## src/rtl/folded_threshold_vote.sv

```systemverilog
// Folded threshold/majority vote: accumulates the popcount of an N-bit vote vector
// streamed in CHUNK_W-bit beats and emits one registered decision per frame.
module folded_threshold_vote #(
  parameter int N_INPUTS = 51,
  parameter int CHUNK_W  = 8,
  parameter int DEF_THR  = (N_INPUTS + 1) / 2,
  localparam int NCH     = (N_INPUTS + CHUNK_W - 1) / CHUNK_W,
  localparam int CW      = $clog2(N_INPUTS + 2),
  localparam int LAST_W  = N_INPUTS - (NCH - 1) * CHUNK_W,
  localparam int IW      = $clog2(NCH + 1)
) (
  input  logic               clk,
  input  logic               rst,
  input  logic               in_valid,
  output logic               in_ready,
  input  logic [CHUNK_W-1:0] in_data,
  input  logic               thr_override,
  input  logic [CW-1:0]      thr_in,
  output logic               out_valid,
  input  logic               out_ready,
  output logic               out_y,
  output logic [CW-1:0]      out_count,
  output logic               out_early,
  output logic [IW-1:0]      out_chunk_idx
);

  localparam logic [IW-1:0] LAST_IDX  = IW'(NCH - 1);
  localparam logic [CW-1:0] DEF_THR_C = CW'(DEF_THR);

  typedef enum logic {ST_ACC, ST_OUT} state_t;

  state_t state_reg, state_next;

  logic [CW-1:0]      acc_reg;
  logic [IW-1:0]      idx_reg;
  logic               early_reg;
  logic [CW-1:0]      thr_reg;
  logic               out_y_reg;
  logic [CW-1:0]      out_count_reg;
  logic               out_early_reg;

  logic               accept;
  logic               first_beat;
  logic               last_beat;
  logic [CHUNK_W-1:0] vote_mask;
  logic [CHUNK_W-1:0] masked_votes;
  logic [CW-1:0]      pop;
  logic [CW-1:0]      thr_eff;
  logic [CW-1:0]      acc_next;
  int                 remaining_bits;
  logic               early_hit;

  assign first_beat = (idx_reg == '0);
  assign last_beat  = (idx_reg == LAST_IDX);

  // Bits above LAST_W on the final beat are not votes and must never be counted.
  for (genvar gi = 0; gi < CHUNK_W; gi++) begin : g_mask
    if (gi < LAST_W) begin : g_full
      assign vote_mask[gi] = 1'b1;
    end else begin : g_tail
      assign vote_mask[gi] = ~last_beat;
    end
  end

  assign masked_votes = in_data & vote_mask;

  always_comb begin
    pop = '0;
    for (int i = 0; i < CHUNK_W; i++) begin
      pop = pop + CW'(masked_votes[i]);
    end
  end

  // The threshold is captured on the first beat; later beats use the latched copy.
  assign thr_eff  = first_beat ? (thr_override ? thr_in : DEF_THR_C) : thr_reg;
  assign acc_next = (first_beat ? '0 : acc_reg) + pop;

  always_comb begin
    remaining_bits = N_INPUTS - (int'(idx_reg) + 1) * CHUNK_W;
    early_hit = 1'b0;
    if (!last_beat) begin
      early_hit = (acc_next >= thr_eff) ||
                  ((int'(acc_next) + remaining_bits) < int'(thr_eff));
    end
  end

  always_ff @(posedge clk) begin
    if (rst) state_reg <= ST_ACC;
    else     state_reg <= state_next;
  end

  always_comb begin
    state_next = state_reg;
    in_ready   = 1'b0;
    out_valid  = 1'b0;
    case (state_reg)
      ST_ACC: begin
        in_ready = 1'b1;
        if (in_valid && last_beat) state_next = ST_OUT;
      end
      ST_OUT: begin
        out_valid = 1'b1;
        if (out_ready) state_next = ST_ACC;
      end
      default: state_next = ST_ACC;
    endcase
  end

  assign accept = in_valid & in_ready;

  always_ff @(posedge clk) begin
    if (rst) begin
      acc_reg       <= '0;
      idx_reg       <= '0;
      early_reg     <= 1'b0;
      thr_reg       <= '0;
      out_y_reg     <= 1'b0;
      out_count_reg <= '0;
      out_early_reg <= 1'b0;
    end else if (accept) begin
      acc_reg   <= acc_next;
      thr_reg   <= thr_eff;
      idx_reg   <= idx_reg + 1'b1;
      early_reg <= early_reg | early_hit;
      if (last_beat) begin
        out_count_reg <= acc_next;
        out_y_reg     <= (acc_next >= thr_eff);
        out_early_reg <= early_reg;
      end
    end else if (out_valid && out_ready) begin
      acc_reg   <= '0;
      idx_reg   <= '0;
      early_reg <= 1'b0;
    end
  end

  assign out_y         = out_y_reg;
  assign out_count     = out_count_reg;
  assign out_early     = out_early_reg;
  assign out_chunk_idx = idx_reg;

endmodule

```

## config.mk

```make
export PLATFORM = sky130hd
export DESIGN_NAME = folded_threshold_vote
export DESIGN_NICKNAME = d
export VERILOG_FILES = /design/src/rtl/folded_threshold_vote.sv
export SDC_FILE = /design/constraint.sdc
export NUM_CORES = 1
export LEC_CHECK = 0
export ABC_CLOCK_PERIOD_IN_PS = 7300
export BUFFER_PORTS_ARGS = -buffer_cell sky130_fd_sc_hd__buf_4
export CAP_MARGIN = 20
export CORE_ASPECT_RATIO = 0.9
export CORE_UTILIZATION = 30
export CTS_BUF_LIST = sky130_fd_sc_hd__clkbuf_8
export DETAILED_ROUTE_END_ITERATION = 12
export PLACE_DENSITY = 0.47
export SLEW_MARGIN = 20
export SYNTH_ARGS = -nofsm -noshare
export SYNTH_HDL_FRONTEND = slang
export SYNTH_SLANG_ARGS = --single-unit
```

## constraint.sdc

```tcl
create_clock -name clk -period 7.3 [get_ports clk]
set_input_delay 0.365 -clock clk [delete_from_list [all_inputs] [get_ports clk]]
set_output_delay 0.365 -clock clk [all_outputs]
set_load 0.02 [all_outputs]
```

==> reports/results.tsv <==
stage	metric	value	unit
worst_setup_path	critPathKind	register to register	
clock_tree	cts_buffer_depth	2	
clock_tree	cts-htree-levels	1	
floorplanning	floorplan.die_area	6990	um^2
routing	drt_iter0_markers	54	
yosys	yosysSeqAreaShare	25.0	%
routing	ratio_of_routed_vias_to_standard_cells	4.62	
routing	drt-wirelength-per-cell	13.1	um
status	run_status	complete, no violations	
routing	drt_drc_violations_left	0	
routing	met2_length	2080	um
hold_path	min_path_cells	3	
floorplanning	horiz_die_dim	88.0	um
power_and_ir_drop	ir_worst_vdd	0.0000867	V
worst_setup_path	worst_r2r_startpoint	out_chunk_idx[0]	
routing	drt_pre_antenna_iters	4	
yosys	yosysWarningCount	0	
clock_tree	clkTransAtPathRegs	0.10	ns
sta	setup_viol	0	
yosys	ys_types	47	
global_routing	grt_pass1_vias	1584	
power_and_ir_drop	p_leak	1.09	nW
yosys	synth.area.top_cells	sky130_fd_sc_hd__dfxtp_1 (25%), sky130_fd_sc_hd__ha_1 (16%), sky130_fd_sc_hd__nand2_1 (6.4%)	
yosys	ys.flop_type	sky130_fd_sc_hd__dfxtp_1	
sta	timing_hold_violations_final	0	
yosys	synth.most_common_cell	sky130_fd_sc_hd__nand2_1	
clock_tree	ctsHoldBuffers	0	
worst_setup_path	crit_path_end_kind	register	
hold_path	worstHoldPathType	input pin to register	
worst_setup_path	worst_setup_path_start_kind	register	
yosys	synth_top_cell_area_share	25.0	%
place	io_buffer_count	31	
power_and_ir_drop	total_power	0.500	mW
yosys	async_flop_share	0	%
worst_setup_path	timing.reg2reg.worst_path_depth	24	
routing	wirelength_met1	2430	um
global_routing	grt_usage	14.4	%
sta	fin_crit	6.21	ns
yosys	synth_largest_area_cell	sky130_fd_sc_hd__dfxtp_1	
worst_setup_path	worst_path_dominant_cell_family	adder cells	
sta	fmax	0.161	GHz
clock_tree	cts_tree	done	
job	max_cap_violation_count	0	
power_and_ir_drop	powerDensity	214	nW/um^2
routing	route.vias.total	1653	
hold_path	endpoint_worst_hold	state_reg	
floorplanning	initial_core_util	31.8	%
yosys	post_synth.cell_area_avg	8.29	um^2
final_layout	fillerInstances	675	
worst_setup_path	cp_cell_sequence	inv_1 -> ha_1 -> nand2_1 -> nand2_1 -> fa_1 -> fa_1 -> inv_1 -> fa_1 -> inv_1 -> fa_1 -> fa_1 -> nand2b_2 -> a21oi_4 -> xor2_1 -> ha_1 -> a21oi_1 -> nand2_1 -> xnor2_1 -> ha_1 -> o21ai_0 -> a21oi_1 -> a211oi_2 -> a211oi_1 -> o32ai_1	
yosys	ys_top_cells_by_count	sky130_fd_sc_hd__nand2_1 (34), sky130_fd_sc_hd__nor2_1 (28), sky130_fd_sc_hd__ha_1 (26)	
yosys	syn-instance-count	241	
worst_setup_path	cp_data_required_time	7.46	ns
final_layout	finish.net_count	322	
place	dp.cells	354	
final_layout	non_filler_instances	358	
final_layout	drive_above_1_share	18.1	%
worst_setup_path	worst_path_largest_cell_delay	0.54	ns
final_layout	antenna_cells_inserted	0	
worst_setup_path	buf_inv_stages_crit_path	3	
worst_setup_path	cp_max_fo	8	
yosys	synth_seq_cells	25	
routing	top_layer	met4	
floorplanning	die-height	79.4	um
global_routing	grt_remaining_overflow	0	
sta	finalClockSkew	0.00215	ns
routing	detail_route.wirelength	4690	um
routing	final_antenna_net_count	0	
clock_tree	tritoncts_buffer_count	3	
place	post-dp-hpwl	3570	um
floorplanning	num_rows	27	
yosys	synthesis.nets	291	
sta	layout_worst_path_cycle_share	85.0	%
worst_setup_path	setup.reg_to_reg.worst_slack	1.09	ns
sta	timing.setup.tns	0	ns
routing	met3WireLength	163	um
yosys	number_of_enable_type_register_cells_in_the_synthesized_netlist	0	
global_routing	grt_antenna_before_repair	0	
clock_tree	clock_latency	0.28	ns
worst_setup_path	timing.critical_path.depth	24	
floorplanning	ioPinCount	32	
global_routing	grt_start_max_net_pins	27	
yosys	cell_area_synth	2000	um^2
final_layout	area.growth.synth_to_final	17.2	%
clock_tree	post_cts.repair.setup_buffers	0	
sta	timing_worst_slew_pin_value	0.868	ns
clock_tree	cts.repair.resized	0	
worst_setup_path	crit-reg2reg-capture	early_reg	
sta	grt_setup_unrepaired	false	
worst_setup_path	critical_path_arrival	6.37	ns
floorplanning	floorplan.core_area	6280	um^2
worst_setup_path	crit_top_cell	sky130_fd_sc_hd__fa_1	
place	gp_congestion	0.802	
global_routing	grt_first_pass_wirelength	7680	um
hold_path	source_of_the_worst_hold_timing_path	out_ready	
clock_tree	clock_sinks	25	
worst_setup_path	slowest_stage	sky130_fd_sc_hd__fa_1	
clock_tree	cts.root.buffer_cell	sky130_fd_sc_hd__clkbuf_8	
sta	maxSlewViolCount	0	
sta	slew-limit-headroom	42.1	%
[cell usage in the layout (no fill, tap or decap), types with 2 or more instances in the layout]
cell                        n
sky130_fd_sc_hd__a211oi_1   5
sky130_fd_sc_hd__a21o_1     2
sky130_fd_sc_hd__a21oi_1   19
sky130_fd_sc_hd__a22oi_1    7
sky130_fd_sc_hd__and2_1     6
sky130_fd_sc_hd__and3_1     2
sky130_fd_sc_hd__buf_4     34
sky130_fd_sc_hd__clkbuf_8   3
sky130_fd_sc_hd__dfxtp_1   25
sky130_fd_sc_hd__fa_1       5
sky130_fd_sc_hd__ha_1      26
sky130_fd_sc_hd__inv_1     16
sky130_fd_sc_hd__nand2_1   34
sky130_fd_sc_hd__nand2b_1   3
sky130_fd_sc_hd__nand3_1    5
sky130_fd_sc_hd__nand3b_1   3
sky130_fd_sc_hd__nor2_1    28
sky130_fd_sc_hd__nor2b_1    4
sky130_fd_sc_hd__o21a_1     2
sky130_fd_sc_hd__o21ai_0    4
sky130_fd_sc_hd__o21ai_1    5
sky130_fd_sc_hd__o21bai_1   2
sky130_fd_sc_hd__xnor2_1    4
sky130_fd_sc_hd__xor2_1     5
[logic make-up after synthesis]
logic type,synth area share [%]
XOR/XNOR,6.01
AO/OA/AOI/OAI,20.4
flip-flops,25.0
buffers and inverters,6.64
AND/OR/NAND/NOR,20.6
adder cells (fa/ha/maj),21.3
[layout make-up]
cell class                      instances  area, um^2  share of cell area [%]
Multi-Input combinational cell        191        1370                    58.3
Sequential cell                        25         500                    21.4
Timing Repair Buffer                   34         255                    10.9
Tap cell                               87         109                    4.65
Inverter                               17        63.8                    2.72
Clock buffer                            3        41.3                    1.76
Clock inverter                          1        7.51                   0.321
[tightest hold or removal path, cell delays in order]
cell                       delay (ns)
sky130_fd_sc_hd__buf_4           0.09
sky130_fd_sc_hd__nand2b_1        0.12
sky130_fd_sc_hd__a21oi_1         0.07
[metrics by stage]
| step | instance area, um^2 | hold WS [ns] | util, % | setup WS, ns |
|---|---|---|---|---|
| 2_1_floorplan | 2000 | 0.429 | - | 1.45 |
| 3_3_place_gp | 2290 | 0.443 | 36.5 | 1.29 |
| 3_5_place_dp | 2290 | 0.451 | 36.5 | 1.08 |
| 4_1_cts | 2340 | 0.389 | 37.3 | 1.05 |
| 5_1_grt | 2340 | 0.408 | 37.3 | 0.661 |
| 6_report | 2340 | 0.411 | 37.3 | 1.09 |
[worst max-delay path by stage]
stage                          start         to  slack, ns
detailed placement  out_chunk_idx[0]  early_reg       1.08
global placement    out_chunk_idx[0]  early_reg       1.29
floorplan           out_chunk_idx[0]  early_reg       1.45
global route        out_chunk_idx[0]  early_reg       0.66
CTS                 out_chunk_idx[0]  early_reg       1.05
finish              out_chunk_idx[0]  early_reg       1.09
[per-layer routing]
metal | up-vias | global-route usage, %
li1 | 890 | -
met1 | 733 | 19.7
met2 | 28 | 23.7
met3 | 2 | 2.79
met4 | 0 | 2.42
met5 | - | 0
[power breakdown]
| group | switching [mW] | leakage, nW | internal (mW) |
|---|---|---|---|
| Clock | 0.0508 | 0.0217 | 0.0388 |
| Sequential | 0.00589 | 0.204 | 0.146 |
| Combinational | 0.141 | 0.863 | 0.117 |
Note: power is estimated with default switching activity, not from simulation.
